$ cat src/rtl/acumulador_3bits.sv
`default_nettype none
// +---------------------------------------------------------------------------+
// | acumulador_3bits: 3-bit accumulator that sequences an external adder via a |
// | 3-state handshake. Optional ACUMULADOR_SAT_EN clamps acc to 7 on carry.   |
// | Revision: 1.0                                                             |
// +---------------------------------------------------------------------------+
module acumulador_3bits (
  input  logic       clk,
  input  logic       rst,
  input  logic       in_valid,
  output logic       in_ready,
  input  logic [2:0] b_in,
  input  logic       inc,
  input  logic       clear,
  output logic [2:0] op_a,
  output logic [2:0] op_b,
  output logic       cin_n,
  input  logic [2:0] sum_in,
  input  logic       cout_in,
  output logic [2:0] acc,
  output logic       ovf,
  output logic       done,
  output logic [3:0] count
);

  typedef enum logic [1:0] {
    IDLE = 2'd0,
    ADD  = 2'd1,
    DONE = 2'd2
  } state_t;

  state_t     state_q, state_d;
  logic [2:0] acc_q, acc_d;
  logic [2:0] op_b_q, op_b_d;
  logic       cin_n_q, cin_n_d;
  logic       ovf_q, ovf_d;
  logic [3:0] count_q, count_d;
  logic [2:0] acc_load;

  always_comb begin
    acc_load = sum_in;
`ifdef ACUMULADOR_SAT_EN
    if (cout_in) begin
      acc_load = 3'd7;
    end
`endif
  end

  always_comb begin
    state_d = state_q;
    acc_d   = acc_q;
    op_b_d  = op_b_q;
    cin_n_d = cin_n_q;
    ovf_d   = ovf_q;
    count_d = count_q;
    case (state_q)
      IDLE: begin
        if (clear) begin
          acc_d   = 3'd0;
          ovf_d   = 1'b0;
          count_d = 4'd0;
        end else if (in_valid) begin
          op_b_d  = b_in;
          cin_n_d = ~inc;
          state_d = ADD;
        end
      end
      ADD: begin
        // The adder has had a full cycle to settle on op_a/op_b/cin_n.
        acc_d   = acc_load;
        ovf_d   = ovf_q | cout_in;
        count_d = (count_q == 4'd15) ? count_q : count_q + 4'd1;
        cin_n_d = 1'b1;
        state_d = DONE;
      end
      DONE: begin
        state_d = IDLE;
      end
      default: begin
        state_d = IDLE;
      end
    endcase
  end

  always_ff @(posedge clk) begin
    if (rst) begin
      state_q <= IDLE;
      acc_q   <= 3'd0;
      op_b_q  <= 3'd0;
      cin_n_q <= 1'b1;
      ovf_q   <= 1'b0;
      count_q <= 4'd0;
    end else begin
      state_q <= state_d;
      acc_q   <= acc_d;
      op_b_q  <= op_b_d;
      cin_n_q <= cin_n_d;
      ovf_q   <= ovf_d;
      count_q <= count_d;
    end
  end

  assign in_ready = (state_q == IDLE);
  assign done     = (state_q == DONE);
  assign op_a     = acc_q;
  assign op_b     = op_b_q;
  assign cin_n    = cin_n_q;
  assign acc      = acc_q;
  assign ovf      = ovf_q;
  assign count    = count_q;

endmodule
`default_nettype wire

$ cat config.mk
export PLATFORM = sky130hd
export DESIGN_NAME = acumulador_3bits
export DESIGN_NICKNAME = d
export VERILOG_FILES = /design/src/rtl/acumulador_3bits.sv
export SDC_FILE = /design/constraint.sdc
export NUM_CORES = 1
export LEC_CHECK = 0
export ABC_AREA = 0
export CAP_MARGIN = 20
export CORE_MARGIN = 5
export CORE_UTILIZATION = 40
export CTS_CLUSTER_SIZE = 16
export DETAILED_ROUTE_END_ITERATION = 7
export PLACE_DENSITY = 0.78
export SLEW_MARGIN = 10
export SYNTH_ARGS = -nofsm -noshare
export SYNTH_HDL_FRONTEND = slang
export SYNTH_SLANG_ARGS = --single-unit
$ cat constraint.sdc
create_clock -name clk -period 3.3 [get_ports clk]
set_input_delay 0.33 -clock clk [delete_from_list [all_inputs] [get_ports clk]]
set_output_delay 0.33 -clock clk [all_outputs]
set_load 0.02 [all_outputs]
==> reports/metrics.csv, run 1 <==
metric,value,unit
asr flop ratio synth,0,%
"Max FO, Critical Path",9,
top_reg_cell synth,dfxtp_1,
Achievable Freq,530,MHz
Filler Cell Count,127,
Die Ht,50.0,um
total track usage,12.2,%
Clk pwr share,34.4,%
final HPWL from detailed placement,1050,um
Initial Utilization,42.4,%
pin count of the biggest net entering global routing,14,
Core Footprint,1510,um2
sequential area share after synthesis,43.8,%
first-pass GRT wire length,2410,um
VDD IR max,239,uV
Power Dens Cells,379,nW/um2
sequential power share,50.5,%
Crit Path Category,flop to output pin,
vias in the first global route,527,
CTS clock-pin slew for the worst setup and hold paths,80,ps
TNS Setup,0,ps
antenna cells,0,
"Setup Fix Bufs, Post-CTS",0,
GR Overflow Total,0,
H-tree Lvls,1,
crit path launch type,flop,
Setup WS pre-CTS,1550,ps
CTS tree,done,
Detailed Route Iter0 Violations,17,
CTS resizes,0,
Worst Hold Slack,491,ps
root buffer cell,clkbuf_4,
GPL Wtd Cong,0.815,
unrepaired setup endpoints after global routing,no,
"EDFF count, synth",0,
Die ar.,2500,um2
Min-Delay Path Class,flop to flop,
Internal,270,uW
"FF+latch count, synth",14,
IO buf count,28,
Layout Nets,108,
Final Non-Filler Cells,110,
met1 Use GR,15.0,%
Net Switching,83.2,uW
DRC viols,0,
Clock Latency Late Sink,270,ps
status,"finished, final reports clean",
"commonest cells after routing, fill and taps aside","clkdlybuf4s50_1, dfxtp_1, nor2_1",
Routed wire per std cell,13.5,um
layout cell share with drive strength beyond 1,6.38,%
Site Rows,14,
met3 Resource Use GR,5.72,%
Final setup viols,0,
Comb pwr share,15.2,%
total iterations of the first detailed-routing run,4,
Clock Skew,1.03,ps
Net Sw Frac,23.5,%
Worst EP arrival,1560,ps
Syn Nets,81,
Leak,0.350,nW
WP data required,2970,ps
Syn Std Cell Area,639,um2
Slew headroom,67.1,%
final core occ,62.0,%
Synth Instances,68,
M2 GR Usage,17.4,%
vias per cell,5.15,
"Slew Viols, Final",0,
"Area growth, synth to finish",46.0,%
measured slew at the worst slew-check pin,493,ps
Cells after DPL,106,
Clock Path Buffers,2,
die width,50.0,um
IO Pins,29,
DP Area,897,um2
final instance area,933,um2
"commonest non-fill, non-tap cell in the layout",clkdlybuf4s50_1,
Cell variety after synth,30,
period utilisation layout,57.1,%
CP Capture Type,output pin,
CTS buffer count,3,
Mean Syn Cell Area,9.40,um2
Max Cap Viol,0,
final worst setup slack,1410,ps
CTS sink count,14,
total power,354,uW
DR vias,567,
# hold bufs at CTS,0,
gr busiest metal,met2,
final hold violations,0,
Ys Warns,0,
antenna violations before repair,0,
Tmin final,1890,ps
Routed Antenna Nets,0,
drt total wl,1490,um
[registers in the layout, indices dropped and copies added, names as in the netlist]
register and count:
acc 3, cin_n 1, count 4, op_b 3
ovf 1, state_q 2
[power by group through the flow]
stage	clock network (mW)	logic [mW]	registers (mW)
after global routing	0.132	0.0576	0.179
after detailed placement	0	0.0537	0.182
after floorplan	0	0.0231	0.186
final	0.122	0.0537	0.178
after CTS	0.126	0.0541	0.178
after global placement	0	0.0532	0.182
[cells in the mapped netlist (2+ instances only)]
cell / instances / area (um2)
nor2_1: 9 / 33.8
inv_1: 2 / 7.51
nor2b_1: 3 / 18.8
o21ai_0: 5 / 25.0
nand3_1: 3 / 15.0
mux2i_1: 3 / 30.0
dfxtp_1: 14 / 280
a22oi_1: 3 / 22.5
a21oi_1: 3 / 15.0
buf_4: 3 / 22.5
[cells by family (layout without fill, tap and decap cells)]
group / count (synthesis) / count (layout) / share of synthesized area, %
simple gates: 24 / 24 / 22.7
compound gates: 18 / 18 / 19.0
flops: 14 / 14 / 43.8
buf+inv: 8 / 34 / 7.83
mux: 3 / 3 / 4.70
fa+ha+maj: 1 / 1 / 1.96
[worst paths after layout]
| check | start | end | slack [ps] | cells after the start |
|---|---|---|---|---|
| max | state_q[1] | done | 1410 | 2 |
| min | ovf | ovf | 490 | 2 |
| max reg2reg | state_q[0] | count[2] | 1880 | 3 |
| min reg2reg | ovf | ovf | 490 | 2 |
[layout make-up]
class	count	area [um2]	share of cell area [%]
multi-input combinational	46	309	33.1
sequential	14	280	30.0
timing repair buffer	28	280	30.0
clock buffer	4	36.3	3.89
tap	16	20.0	2.14
inverter	2	7.51	0.804
[worst max-delay path, cell delays in order (launching register included)]
cell and delay (ps):
dfxtp_1 500, nor2b_1 170, clkdlybuf4s50_1 610
[per-layer routing]
metal  share of wire, %  vias to the layer above  wire length (um)
met5                  0                        -                 0
met2                 43                       25               645
li1                   -                      293                 -
met4                2.4                        0                36
met3                7.5                        4               112
met1                 47                      245               693
(Power assumes the default switching activity.)
==> inputs of run 2 (changes only) <==
Settings changed: CORE_UTILIZATION 40 to 35, PLACE_DENSITY 0.78 to 0.72.
Clock period 3.3 ns to 1.6 ns, I/O delays scaled along.
==> run 2 against run 1 <==
Compared with the run above: hold slack worse by 10 ps; via count up 3.2%; wire length up 1.8%; flip-flop and latch count unchanged; critical endpoint is now in_ready; clock skew up 1.3 ps; register-to-register slack worse by 1500 ps.
==> reports/metrics.csv, run 2 (synthesized netlist as in run 1, its figures left out) <==
metric,value,unit,change
Final setup viols,0,,unchanged
GPL Wtd Cong,0.815,,about the same
# hold bufs at CTS,0,,unchanged
pin count of the biggest net entering global routing,13,,-1
Achievable Freq,659,MHz,
Detailed Route Iter0 Violations,5,,-12
drt total wl,1520,um,+1.8%
"commonest non-fill, non-tap cell in the layout",clkdlybuf4s50_1,,
IO buf count,28,,unchanged
R2R cell count,3,,unchanged
"Area growth, synth to finish",48.1,%,
TNS Setup,0,ps,unchanged
unrepaired setup endpoints after global routing,no,,
DRC viols,0,,unchanged
Clock Latency Late Sink,270,ps,about the same
Worst EP arrival,1360,ps,-200 ps
status,"finished, final reports clean",,
CTS sink count,14,,unchanged
Crit. path cell count,2,,unchanged
Layout Nets,110,,+1.9%
first-pass GRT wire length,2470,um,+2.6%
final HPWL from detailed placement,1200,um,+14%
Clock Skew,2.29,ps,+1.26 ps
IO Pins,29,,unchanged
Slew headroom,71.0,%,+3.9 points
"commonest cells after routing, fill and taps aside","clkdlybuf4s50_1, dfxtp_1, nor2_1",,
CP bufs+invs,1,,unchanged
final core occ,54.9,%,-7.1 points
WP data required,1440,ps,-1530 ps
Die Ht,52.7,um,+5.5%
period utilisation layout,94.9,%,
Min-Delay Path Class,input port to flop,,
Tmin final,1520,ps,
crit path launch type,flop,,
DR vias,585,,+3.2%
final hold violations,0,,unchanged
layout cell share with drive strength beyond 1,9.47,%,+3.1 points
VDD IR max,450,uV,+88%
CTS clock-pin slew for the worst setup and hold paths,70,ps,about the same
Clock Path Buffers,2,,unchanged
GR Overflow Total,0,,unchanged
"slowest stage cell, crit path",clkdlybuf4s50_1,,
root buffer cell,clkbuf_4,,
total iterations of the first detailed-routing run,4,,unchanged
CTS tree,done,,
Crit Path Category,flop to output pin,,
measured slew at the worst slew-check pin,434,ps,-58.9 ps
Initial Utilization,37.0,%,-5.4 points
vias per cell,4.88,,-5.4%
Leak,0.358,nW,+2.4%
vias in the first global route,572,,+8.5%
Largest register FFs,4,,unchanged
Site Rows,15,,+1
Top delay family on crit path,buffers and inverters,,
antenna cells,0,,unchanged
Power Dens Cells,706,nW/um2,+86%
CTS buffer count,3,,unchanged
CP Cell Sequence,nor2_1 -> clkdlybuf4s50_1,,
Routed wire per std cell,12.6,um,-6.7%
antenna violations before repair,0,,unchanged
Max Cap Viol,0,,unchanged
Core Footprint,1730,um2,+15%
H-tree Lvls,1,,unchanged
total track usage,12.2,%,-0.042 points
"Max FO, Critical Path",10,,+1
CP Capture Type,output pin,,
Hold Crit Depth,2,,unchanged
die width,52.7,um,+5.5%
Routed Antenna Nets,0,,unchanged
max incr delay on CP,600,ps,about the same
Die ar.,2780,um2,+11%
"Slew Viols, Final",0,,unchanged
[run 2: cell count changes in the layout (fill, tap and decap cells not counted)]
| cell | change |
|---|---|
| dlygate4sd2_1 | +1 |
| clkbuf_8 | -1 |
| clkdlybuf4s50_1 | -1 |
| dfxtp_2 | +2 |
| dfxtp_1 | -2 |
| buf_4 | +2 |
[run 2: what timing repair did]
item / in CTS / in global routing
endpoints found under the setup margin: 2 / 0
buffers inserted: 0 / 0
resized for setup: 3 / 0
[run 2: worst paths after layout]
path,from,end,slack [ps]
min reg2reg,op_b[0],op_b[0],500
min,inc,cin_n,480
max reg2reg,count[0],count[2],330
max,state_q[0],in_ready,80
[run 2: metal layers]
layer,global-route usage (%),wire [um],up-vias
li1,-,-,298
met3,1.14,52,4
met5,0,0,-
met4,8.94,38,0
met2,20.0,701,16
met1,14.6,723,267
[run 2: worst reg2reg max path, cell delays in order (launching register included)]
cell and delay [ps]:
dfxtp_1 340, ha_1 250, and4_1 240, o311a_1 320
[run 2: metrics by stage]
step / instance area (um2) / hold WS [ps] / worst slack [ps] / power [mW] / std cells
after global placement: 923 / 478 / 143 / 0.489 / 117
after floorplan: 639 / 277 / 311 / 0.431 / 68
after CTS: 947 / 479 / 74.5 / 0.677 / 120
after global routing: 947 / 480 / 35.8 / 0.699 / 120
final: 947 / 481 / 82.0 / 0.669 / 120
after detailed placement: 923 / 493 / 38.1 / 0.491 / 117
[run 2: cell type report]
type,instances,area (um2)
multi-input cells,46,309
inverters,2,7.51
flip-flops and latches,14,283
well taps,25,31.3
clock buffers,3,22.5
repair buffers,30,294
fillers,196,779
[run 2: power by group]
group | total (mW) | switching, mW | internal, mW | leakage, nW
logic | 0.113 | 0.0497 | 0.0638 | 0.230
clock network | 0.187 | 0.0995 | 0.0871 | 0.0138
registers | 0.369 | 0.0101 | 0.359 | 0.115
